[config.mk]
export PLATFORM = sky130hd
export DESIGN_NAME = led_frame_sequencer_flat
export DESIGN_NICKNAME = d
export VERILOG_FILES = /design/src/rtl/led_cmd_if.sv /design/src/rtl/led_frame_sequencer.sv /design/src/flat_wrapper.sv
export SDC_FILE = /design/constraint.sdc
export NUM_CORES = 1
export LEC_CHECK = 0
export ABC_AREA = 0
export BUFFER_PORTS_ARGS = -buffer_cell sky130_fd_sc_hd__buf_2
export CAP_MARGIN = 20
export CORE_MARGIN = 1.5
export CORE_UTILIZATION = 50
export CTS_CLUSTER_DIAMETER = 100
export CTS_CLUSTER_SIZE = 28
export DETAILED_ROUTE_END_ITERATION = 10
export PLACE_DENSITY = 0.72
export SYNTH_ARGS = -nofsm -noshare
export SYNTH_HDL_FRONTEND = slang
export SYNTH_SLANG_ARGS = --single-unit
[constraint.sdc]
create_clock -name CK_i -period 2.8 [get_ports CK_i]
set_input_delay 0.14 -clock CK_i [delete_from_list [all_inputs] [get_ports CK_i]]
set_output_delay 0.14 -clock CK_i [all_outputs]
set_load 0.005 [all_outputs]
[src/rtl/led_cmd_if.sv]
// LED command channel between a requester and led_frame_sequencer.
//
// Handshake: a command transfers on a clock-enabled cycle where valid and
// ready are both high. ready depends only on registered state, so a
// requester may hold valid and its payload steady until it sees ready.
//
// Signals:
//   valid  requester has a command
//   ready  sequencer can accept a command this cycle
//   leds   18-bit LED on/off pattern
//   holds  number of frames to show the pattern (0 behaves as 1)
interface led_cmd_if;
  logic        valid;
  logic        ready;
  logic [17:0] leds;
  logic [7:0]  holds;

  modport master (output valid, output leds, output holds, input ready);
  modport slave  (input valid, input leds, input holds, output ready);
endinterface

[src/rtl/led_frame_sequencer.sv]
// Frame-synchronous LED pattern scheduler. Commands are queued in a small
// FIFO and applied only on frame boundary ticks (HVcy_i & CK_EE_i), each
// held for a programmed number of frames.
//
// Ports:
//   CK_i          clock
//   XRST_i        synchronous active-low reset
//   CK_EE_i       clock enable for all non-reset state
//   HVcy_i        frame boundary pulse
//   CLR_i         synchronous flush (qualified by CK_EE_i)
//   cmd           command channel (slave side)
//   LEDs_ON_o     registered LED vector to the video block
//   BUSY_o        pattern in progress or FIFO non-empty
//   FIFO_CNTs_o   FIFO occupancy
//   UNDERRUN_o    one-cycle pulse: hold expired with nothing queued
//   STATE_DBG_o   current FSM state (0 = IDLE, 1 = SHOW)
module led_frame_sequencer #(
  parameter int          C_DEPTH     = 4,
  parameter logic [17:0] C_IDLE_LEDs = 18'h00000
) (
  input  logic                     CK_i,
  input  logic                     XRST_i,
  input  logic                     CK_EE_i,
  input  logic                     HVcy_i,
  input  logic                     CLR_i,
  led_cmd_if.slave                 cmd,
  output logic [17:0]              LEDs_ON_o,
  output logic                     BUSY_o,
  output logic [$clog2(C_DEPTH):0] FIFO_CNTs_o,
  output logic                     UNDERRUN_o,
  output logic                     STATE_DBG_o
);

  localparam int PW = $clog2(C_DEPTH);
  localparam int CW = PW + 1;
  localparam logic [CW-1:0] FULL = CW'(C_DEPTH);

  typedef enum logic {IDLE = 1'b0, SHOW = 1'b1} state_t;

  state_t        state_q, state_d;
  logic [7:0]    hold_q, hold_d;
  logic [17:0]   leds_q, leds_d;
  logic          underrun_q, underrun_d;

  logic [25:0]   mem [C_DEPTH];
  logic [PW-1:0] wr_ptr, rd_ptr;
  logic [CW-1:0] cnt;

  logic          clr, tick, push, pop;
  logic [17:0]   head_leds;
  logic [7:0]    head_holds;
  logic [7:0]    head_hold_init;

  // Ready comes from the registered count only: a pop in the same cycle
  // does not make room for a push.
  assign cmd.ready = (cnt != FULL);

  // Flush wins over tick and push in the same cycle.
  assign clr  = CLR_i & CK_EE_i;
  assign tick = HVcy_i & CK_EE_i & ~clr;
  assign push = cmd.valid & cmd.ready & CK_EE_i & ~clr;

  assign {head_leds, head_holds} = mem[rd_ptr];
  // HOLD counts remaining extra frames, so holds=N shows N frames.
  assign head_hold_init = (head_holds == 8'd0) ? 8'd0 : head_holds - 8'd1;

  always_comb begin
    state_d    = state_q;
    hold_d     = hold_q;
    leds_d     = leds_q;
    pop        = 1'b0;
    underrun_d = 1'b0;
    if (clr) begin
      state_d = IDLE;
      hold_d  = 8'd0;
      leds_d  = C_IDLE_LEDs;
    end else if (tick) begin
      case (state_q)
        IDLE: begin
          if (cnt != '0) begin
            pop     = 1'b1;
            leds_d  = head_leds;
            hold_d  = head_hold_init;
            state_d = SHOW;
          end
        end
        SHOW: begin
          if (hold_q != 8'd0) begin
            hold_d = hold_q - 8'd1;
          end else if (cnt != '0) begin
            pop    = 1'b1;
            leds_d = head_leds;
            hold_d = head_hold_init;
          end else begin
            underrun_d = 1'b1;
            state_d    = IDLE;
          end
        end
      endcase
    end
  end

  always_ff @(posedge CK_i) begin
    if (!XRST_i) begin
      state_q    <= IDLE;
      hold_q     <= 8'd0;
      leds_q     <= C_IDLE_LEDs;
      underrun_q <= 1'b0;
      wr_ptr     <= '0;
      rd_ptr     <= '0;
      cnt        <= '0;
    end else begin
      // With CK_EE_i low the next-state logic holds everything and
      // underrun_d is 0, so the pulse drops while frozen.
      state_q    <= state_d;
      hold_q     <= hold_d;
      leds_q     <= leds_d;
      underrun_q <= underrun_d;
      if (clr) begin
        wr_ptr <= '0;
        rd_ptr <= '0;
        cnt    <= '0;
      end else begin
        if (push) wr_ptr <= wr_ptr + PW'(1);
        if (pop)  rd_ptr <= rd_ptr + PW'(1);
        case ({push, pop})
          2'b10:   cnt <= cnt + CW'(1);
          2'b01:   cnt <= cnt - CW'(1);
          default: cnt <= cnt;
        endcase
      end
    end
  end

  // Storage needs no reset; occupancy is tracked by cnt.
  always_ff @(posedge CK_i) begin
    if (push) mem[wr_ptr] <= {cmd.leds, cmd.holds};
  end

  assign LEDs_ON_o   = leds_q;
  assign FIFO_CNTs_o = cnt;
  assign UNDERRUN_o  = underrun_q;
  assign BUSY_o      = (state_q == SHOW) | (cnt != '0);
  assign STATE_DBG_o = state_q;

endmodule
[src/flat_wrapper.sv]
// flat-port wrapper written by rule: the top's interface ports become plain ports
module led_frame_sequencer_flat 
#(
  parameter int          C_DEPTH     = 4,
  parameter logic [17:0] C_IDLE_LEDs = 18'h00000
)
  (CK_i, XRST_i, CK_EE_i, HVcy_i, CLR_i, LEDs_ON_o, BUSY_o, FIFO_CNTs_o, UNDERRUN_o, STATE_DBG_o, cmd_valid, cmd_leds, cmd_holds, cmd_ready);
  led_cmd_if cmd_i ();
  input  logic CK_i;
  input  logic XRST_i;
  input  logic CK_EE_i;
  input  logic HVcy_i;
  input  logic CLR_i;
  output logic [17:0] LEDs_ON_o;
  output logic BUSY_o;
  output logic [$clog2(C_DEPTH):0] FIFO_CNTs_o;
  output logic UNDERRUN_o;
  output logic STATE_DBG_o;
  input wire logic [$bits(cmd_i.valid)-1:0] cmd_valid;
  input wire logic [$bits(cmd_i.leds)-1:0] cmd_leds;
  input wire logic [$bits(cmd_i.holds)-1:0] cmd_holds;
  output wire logic [$bits(cmd_i.ready)-1:0] cmd_ready;
  assign cmd_i.valid = cmd_valid;
  assign cmd_i.leds = cmd_leds;
  assign cmd_i.holds = cmd_holds;
  assign cmd_ready = cmd_i.ready;
  led_frame_sequencer #(.C_DEPTH(C_DEPTH), .C_IDLE_LEDs(C_IDLE_LEDs)) u_core (.CK_i(CK_i), .XRST_i(XRST_i), .CK_EE_i(CK_EE_i), .HVcy_i(HVcy_i), .CLR_i(CLR_i), .cmd(cmd_i), .LEDs_ON_o(LEDs_ON_o), .BUSY_o(BUSY_o), .FIFO_CNTs_o(FIFO_CNTs_o), .UNDERRUN_o(UNDERRUN_o), .STATE_DBG_o(STATE_DBG_o));
endmodule
==> metrics.md, run 1 <==
| Metric | Value |
|---|---|
| Die width | 110 um |
| Hold Path Cell Cnt | 3 |
| Yosys warns | 0 |
| Setup tns final | 0 ns |
| Max-Cap Viols | 0 |
| Slowest library cell on the worst path | or4b_4 |
| CTS Buf Count | 17 |
| Routability cong. | 0.865 |
| Slew @ Worst Pin | 0.619 ns |
| Crit path DAT | 2.99 ns |
| Startpoint types | register |
| Endpoints failing setup | 0 |
| Die area | 0.0121 mm2 |
| I/O Buffers | 56 |
| Total grt overflow | 0 |
| CP peak stage delay | 0.48 ns |
| Pwr Density | 676 mW/mm2 |
| Area growth, synth to finish | 25.6% |
| Synth Area per Inst | 14.7 um2 |
| Type of the worst setup path | register to register |
| Relative slew slack | 0.582 |
| Setup crit end kind | register |
| Yosys top cell by area | edfxtp_1 |
| Synth Cell Area | 0.00572 mm2 |
| Antenna violations before repair | 0 |
| Clock-pin transition on the worst setup and hold timing paths | 0.06 ns |
| Worst reg2reg path depth | 12 |
| Largest net degree at the start of global routing | 33 |
| Final Critical Period | 2.65 ns |
| Final-layout fill cell count | 776 |
| All-Layer GR Usage | 0.208 |
| Asr flop ratio synth | 0 |
| RSZ-0062 raised after global routing | false |
| Hpwl dp | 7.11 mm |
| Placed cells | 587 |
| Residual DRC | 0 |
| Later-pin clock latency in the skew report | 0.42 ns |
| Die height | 110 um |
| Critical Path RT | 3.13 ns |
| Detail Route Antenna Nets | 0 |
| Synth Net Count | 430 |
| EDFF count, synth | 104 |
| Initial Util | 0.520 |
| Max-slew violations | 0 |
| Seq cells post-synth | 141 |
| Routed WL | 11.3 mm |
| Crit-path cells | inv_1 -> ha_1 -> or4b_4 -> o21ai_2 -> nand3_2 -> inv_2 -> ha_2 -> inv_1 -> fa_1 -> xor2_1 -> or3_1 -> a21oi_2 |
| Multi-input logic area | 0.00174 mm2 |
| Final Instance Count excl. Fillers | 646 |
| Routed vias/inst | 5.59 |
| # clock sinks | 141 |
| Most frequent cells in the layout | 104 x edfxtp_1, 56 x buf_2, 48 x nand2_1 |
| Diode count | 0 |
| Distinct cells, synth | 47 |
| First-pass GRT wire length | 17.8 mm |
| CTS tree | done |
| Final net count | 535 |
| H-tree depth | 4 |
| VDD IR max | 805 uV |
| Worst Skew | 0.0208 ns |
| Share of cells above drive strength 1 | 0.271 |
| Max Clk Rate | 0.377 GHz |
| Final Hold Vio Count | 0 |
| Most common cell after layout, fill and taps aside | edfxtp_1 |
| Leak | 2.54 nW |
| Final Cycle Share | 0.948 |
| DRT Pass-1 Iters | 4 |
| Most used cell, CP | inv_1 |
| Synth top area cells | edfxtp_1 55%, dfxtp_1 13%, mux4_2 8.7% |
| Synth Flop Type | edfxtp_1 |
| 1st-iter DRT viols | 225 |
| Status | finished clean |
| Std cell rows | 38 |
| Worst hold-check path type | primary input to register |
| Core area | 0.0110 mm2 |
| Drt wl/cell | 17.5 um |
| Share of the synthesized area in the top cell type | 0.546 |
| Clock root cell | clkbuf_16 |
| Max Root-Sink Buffers | 2 |
| Reg area | 0.00386 mm2 |
| Vias in the first global route | 3556 |
| IO Pins | 57 |
| Cells after synthesis | 388 |
| Register area share after synthesis | 0.676 |
| Critical Path Fanout Max | 3 |
| Vias | 3611 |
[kinds of logic (layout without fill, tap and decap cells)]
group,after synthesis,count (layout),share of synthesized area
flip-flops,141,141,0.676
AND/OR/NAND/NOR,105,105,0.0880
AO/OA/AOI/OAI,64,64,0.0672
buffers and inverters,33,151,0.0234
multiplexers,28,28,0.111
adder cells (fa/ha/maj),10,10,0.0232
XOR/XNOR,7,7,0.0107
[routing by layer]
layer | part of all wire | vias to the layer above | track usage
met5 | 0 | - | 0
met4 | 0.010 | 0 | 0.0891
met3 | 0.050 | 11 | 0.0593
met2 | 0.52 | 98 | 0.353
met1 | 0.42 | 1805 | 0.247
li1 | - | 1697 | -
[cells in the mapped netlist (2+ instances only)]
| cell | number |
|---|---|
| mux4_2 | 22 |
| a2111oi_0 | 2 |
| dfxtp_1 | 37 |
| nand2_1 | 48 |
| o21ai_0 | 13 |
| a21oi_1 | 31 |
| inv_1 | 17 |
| clkbuf_1 | 12 |
| a221oi_1 | 4 |
| nand3_1 | 5 |
| and2_1 | 5 |
| nand4_1 | 3 |
| edfxtp_1 | 104 |
| nand2b_1 | 2 |
| o211ai_1 | 3 |
| nor3_1 | 7 |
| xnor2_1 | 5 |
| and3_1 | 3 |
| or3_1 | 5 |
| o31ai_1 | 2 |
| ha_1 | 9 |
| nor2_1 | 17 |
| xor2_1 | 2 |
| and4_1 | 2 |
| mux4_1 | 5 |
| buf_2 | 2 |
[metrics by stage]
step | total power [mW] | utilization | hold WS (ns) | instance area, um2 | worst slack (ns)
final | 4.86 | 0.654 | 0.168 | 7180 | 0.146
after global routing | 5.00 | 0.654 | 0.156 | 7180 | 0.00651
after CTS | 4.89 | 0.653 | 0.140 | 7170 | 0.115
after detailed placement | 2.46 | 0.569 | 0.357 | 6250 | 0.131
after global placement | 2.46 | 0.569 | 0.351 | 6250 | 0.215
after floorplan | 2.39 | - | 0.239 | 5730 | 0.117
[worst max-delay path: cells and delay by family (launching register included)]
family                     cells  cell delay, ns
buffers and inverters          3            0.20
adders and majority gates      3            0.70
AOI/OAI and AO/OA              2            0.30
DFF                            1            0.32
xor gates and xnor gates       1            0.16
and+or+nand+nor                3            0.90
[registers in the layout, summed over array words and instances, names as in the netlist, named ones only]
signal and count:
u_core.UNDERRUN_o 1, u_core.hold_q 8, u_core.mem 104, u_core.STATE_DBG_o 1, u_core.LEDs_ON_o 18, u_core.FIFO_CNTs_o 3
u_core.rd_ptr 2, u_core.wr_ptr 2
[timing repair]
action,4_1_cts,5_1_grt
gates resized for setup,0,5
setup buffers,0,0
endpoints found under the hold margin,105,0
hold buffers,27,0
setup endpoints to repair,0,1
[path summary, 6_finish.rpt]
| kind | startpoint | to | slack, ns |
|---|---|---|---|
| min reg2reg | u_core.LEDs_ON_o[10]$_SDFFE_PP0P_ | u_core.LEDs_ON_o[10]$_SDFFE_PP0P_ | 0.45 |
| min | HVcy_i | u_core.UNDERRUN_o$_SDFF_PP0_ | 0.17 |
| max | u_core.hold_q[1]$_SDFFE_PP0N_ | u_core.FIFO_CNTs_o[2]$_SDFFE_PP0P_ | 0.15 |
| max reg2reg | u_core.hold_q[1]$_SDFFE_PP0N_ | u_core.FIFO_CNTs_o[2]$_SDFFE_PP0P_ | 0.15 |
[final cells by class]
type,count,share of cell area
multi-input cells,214,0.242
flip-flops and latches,141,0.538
clock buffers,17,0.0593
repair buffers,102,0.0965
well taps,140,0.0244
clock inverters,15,0.0307
inverters,17,0.00889
[power by group]
| group | internal (mW) | switching, mW | total, mW | leakage (nW) |
|---|---|---|---|---|
| clock network | 1.58 | 0.829 | 2.41 | 0.303 |
| logic | 0.0839 | 0.0958 | 0.180 | 0.999 |
| registers | 2.26 | 0.0100 | 2.27 | 1.24 |
(Power assumes the default switching activity.)
==> inputs of run 2 (changes only) <==
CELL_PAD_IN_SITES_DETAIL_PLACEMENT = 1   (was default)
CELL_PAD_IN_SITES_GLOBAL_PLACEMENT = 1   (was default)
CORE_UTILIZATION = 44   (was 50)
PLACE_DENSITY = default   (was 0.72)
PLACE_DENSITY_LB_ADDON = 0.1   (was default)
==> metrics.md, run 2 (synthesis gave the netlist of run 1 again) <==
| Metric | Value |
|---|---|
| CP peak stage delay | 0.48 ns (about the same) |
| Final instance area | 0.00720 mm2 (+0.30%) |
| # clock sinks | 141 (unchanged) |
| Reg-to-reg endpoint | u_core.FIFO_CNTs_o[2]$_SDFFE_PP0P_ |
| Slowest library cell on the worst path | or4b_4 |
| 1st-iter DRT viols | 236 (+4.9%) |
| Hold Path Cell Cnt | 3 (unchanged) |
| Leak | 2.54 nW (about the same) |
| Max Root-Sink Buffers | 2 (unchanged) |
| Routed WL | 12.8 mm (+13%) |
| Crit-path cells | inv_1 -> ha_1 -> or4b_4 -> o21ai_2 -> nand3_2 -> inv_1 -> ha_2 -> inv_1 -> fa_1 -> xor2_1 -> or3_1 -> a21oi_1 |
| Relative slew slack | 0.480 (-0.102) |
| Core area | 0.0127 mm2 (+15%) |
| Routed vias/inst | 5.26 (-5.9%) |
| First-pass GRT wire length | 19.7 mm (+11%) |
| Antenna violations before repair | 0 (unchanged) |
| Crit path DAT | 3.04 ns (+0.05 ns) |
| Max-slew violations | 0 (unchanged) |
| Later-pin clock latency in the skew report | 0.43 ns (about the same) |
| Critical Path Fanout Max | 4 (+1) |
| Largest register FFs | 104 (unchanged) |
| Diode count | 0 (unchanged) |
| Max-Cap Viols | 0 (unchanged) |
| Status | finished clean |
| Die area | 0.0137 mm2 (+13%) |
| Slew @ Worst Pin | 0.779 ns (+0.160 ns) |
| DRT Pass-1 Iters | 4 (unchanged) |
| Die width | 117 um (+6.4%) |
| CTS tree | done |
| Hpwl dp | 8.20 mm (+15%) |
| H-tree depth | 4 (unchanged) |
| Most flop-heavy register | u_core.mem |
| Most frequent cells in the layout | 104 x edfxtp_1, 56 x buf_2, 48 x nand2_1 |
| Clock-pin transition on the worst setup and hold timing paths | 0.06 ns (about the same) |
| Clock root cell | clkbuf_16 |
| Initial Util | 0.451 (-0.0693) |
| Worst hold-check path type | primary input to register |
| Startpoint types | register |
| Total grt overflow | 0 (unchanged) |
| Final Hold Vio Count | 0 (unchanged) |
| Hold path endpoint | u_core.UNDERRUN_o$_SDFF_PP0_ |
| Vias in the first global route | 3606 (+1.4%) |
| Pwr Density | 663 mW/mm2 (-2.0%) |
| Detail Route Antenna Nets | 0 (unchanged) |
| CTS Buf Count | 17 (unchanged) |
| Endpoints failing setup | 0 (unchanged) |
| Worst Skew | 0.0161 ns (-0.00469 ns) |
| Most common cell after layout, fill and taps aside | edfxtp_1 |
| Residual DRC | 0 (unchanged) |
| Family with the most delay on the worst path | simple AND/OR/NAND/NOR gates |
| Routability cong. | 0.787 (-9.1%) |
| All-Layer GR Usage | 0.203 (-0.00461) |
| Final Critical Period | 2.69 ns (+0.0333 ns) |
| VDD IR max | 439 uV (-45%) |
| Setup crit end kind | register |
| Setup Buffers After CTS | 0 (unchanged) |
| Setup tns final | 0 ns (unchanged) |
| Hold path startpoint | HVcy_i |
| Std cell rows | 41 (+7.9%) |
| Reg-to-reg setup timing slack | 0.11 ns (-0.03 ns) |
| Critical Path RT | 3.15 ns (+0.02 ns) |
| Final net count | 534 (-0.19%) |
| Share of cells above drive strength 1 | 0.261 (-0.00936) |
| Worst r2r src | u_core.hold_q[0]$_SDFFE_PP0N_ |
| Area growth, synth to finish | 26.0% |
| Most used cell, CP | inv_1 |
| Final core utilization | 0.568 (-0.0854) |
| I/O Buffers | 56 (unchanged) |
| Placement Cell Area | 0.00631 mm2 (+0.92%) |
| WP buf/inv | 3 (unchanged) |
| Die height | 117 um (+6.4%) |
| Drt wl/cell | 19.0 um (+8.2%) |
| Max Clk Rate | 0.372 GHz (-1.2%) |
| Final Cycle Share | 0.960 (+0.0119) |
| Type of the worst setup path | register to register |
| Worst reg2reg path depth | 12 (unchanged) |
| Largest net degree at the start of global routing | 27 (-18%) |
| IO Pins | 57 (unchanged) |
| Vias | 3561 (-1.4%) |
run 2: cell count changes in the layout (fill, tap and decap cells not counted), moves of 2 or more:
cell        before  now
inv_2            2    0
buf_12           0    2
buf_4           19   16
inv_1           15   17
clkbuf_1         0    2
bufinv_16        5    3
clkinvlp_4       4    1
clkbuf_8         0    3
run 2: worst max path at each step:
stage,depth (start not counted),slack [ns],startpoint,endpoint
6_report,12,0.11,u_core.hold_q[0]$_SDFFE_PP0N_,u_core.FIFO_CNTs_o[2]$_SDFFE_PP0P_
5_1_grt,12,-0.0006,u_core.hold_q[0]$_SDFFE_PP0N_,u_core.FIFO_CNTs_o[2]$_SDFFE_PP0P_
4_1_cts,12,0.11,u_core.hold_q[0]$_SDFFE_PP0N_,u_core.FIFO_CNTs_o[2]$_SDFFE_PP0P_
3_5_place_dp,12,0.13,u_core.hold_q[0]$_SDFFE_PP0N_,u_core.FIFO_CNTs_o[2]$_SDFFE_PP0P_
3_3_place_gp,12,0.21,u_core.hold_q[0]$_SDFFE_PP0N_,u_core.FIFO_CNTs_o[2]$_SDFFE_PP0P_
2_1_floorplan,13,0.12,u_core.hold_q[0]$_SDFFE_PP0N_,u_core.FIFO_CNTs_o[2]$_SDFFE_PP0P_
run 2: per-layer routing:
| metal | routed length [um] | track usage | share of wire |
|---|---|---|---|
| met5 | 0 | 0 | 0 |
| met4 | 163 | 0.0835 | 0.013 |
| met3 | 392 | 0.0546 | 0.031 |
| met2 | 6530 | 0.336 | 0.51 |
| met1 | 5760 | 0.255 | 0.45 |
run 2: what timing repair did:
action | 4_1_cts | 5_1_grt
setup endpoints to repair | 0 | 1
hold endpoints to repair | 105 | 0
resized for setup | 0 | 2
hold buffers | 27 | 0
run 2: power by group:
| part | internal, mW | leakage (nW) | switching (mW) |
|---|---|---|---|
| Sequential | 2.26 | 1.24 | 0.0102 |
| Clock | 1.47 | 0.300 | 0.849 |
| Combinational | 0.0834 | 1.00 | 0.0993 |
run 2: layout make-up:
cell class / count / area, um2
clock buffer: 22 / 474
clock inverter: 10 / 139
fill: 1272 / 5470
inverter: 17 / 63.8
multi-input combinational: 214 / 1730
sequential: 141 / 3860
tap: 172 / 215
timing repair buffer: 101 / 711
run 2: tightest hold or removal path, cell delays in order:
cell     delay, ns
buf_2         0.10
nand2_1       0.22
nor4_1        0.09
run 2: through the flow:
stage | setup slack, ns | hold slack (ns) | total power [mW] | instances
floorplan | 0.117 | 0.239 | 2.39 | 388
global placement | 0.213 | 0.352 | 2.46 | 618
detailed placement | 0.133 | 0.358 | 2.47 | 618
CTS | 0.111 | 0.183 | 4.81 | 677
global route | -0.000602 | 0.210 | 4.89 | 677
finish | 0.113 | 0.183 | 4.77 | 677
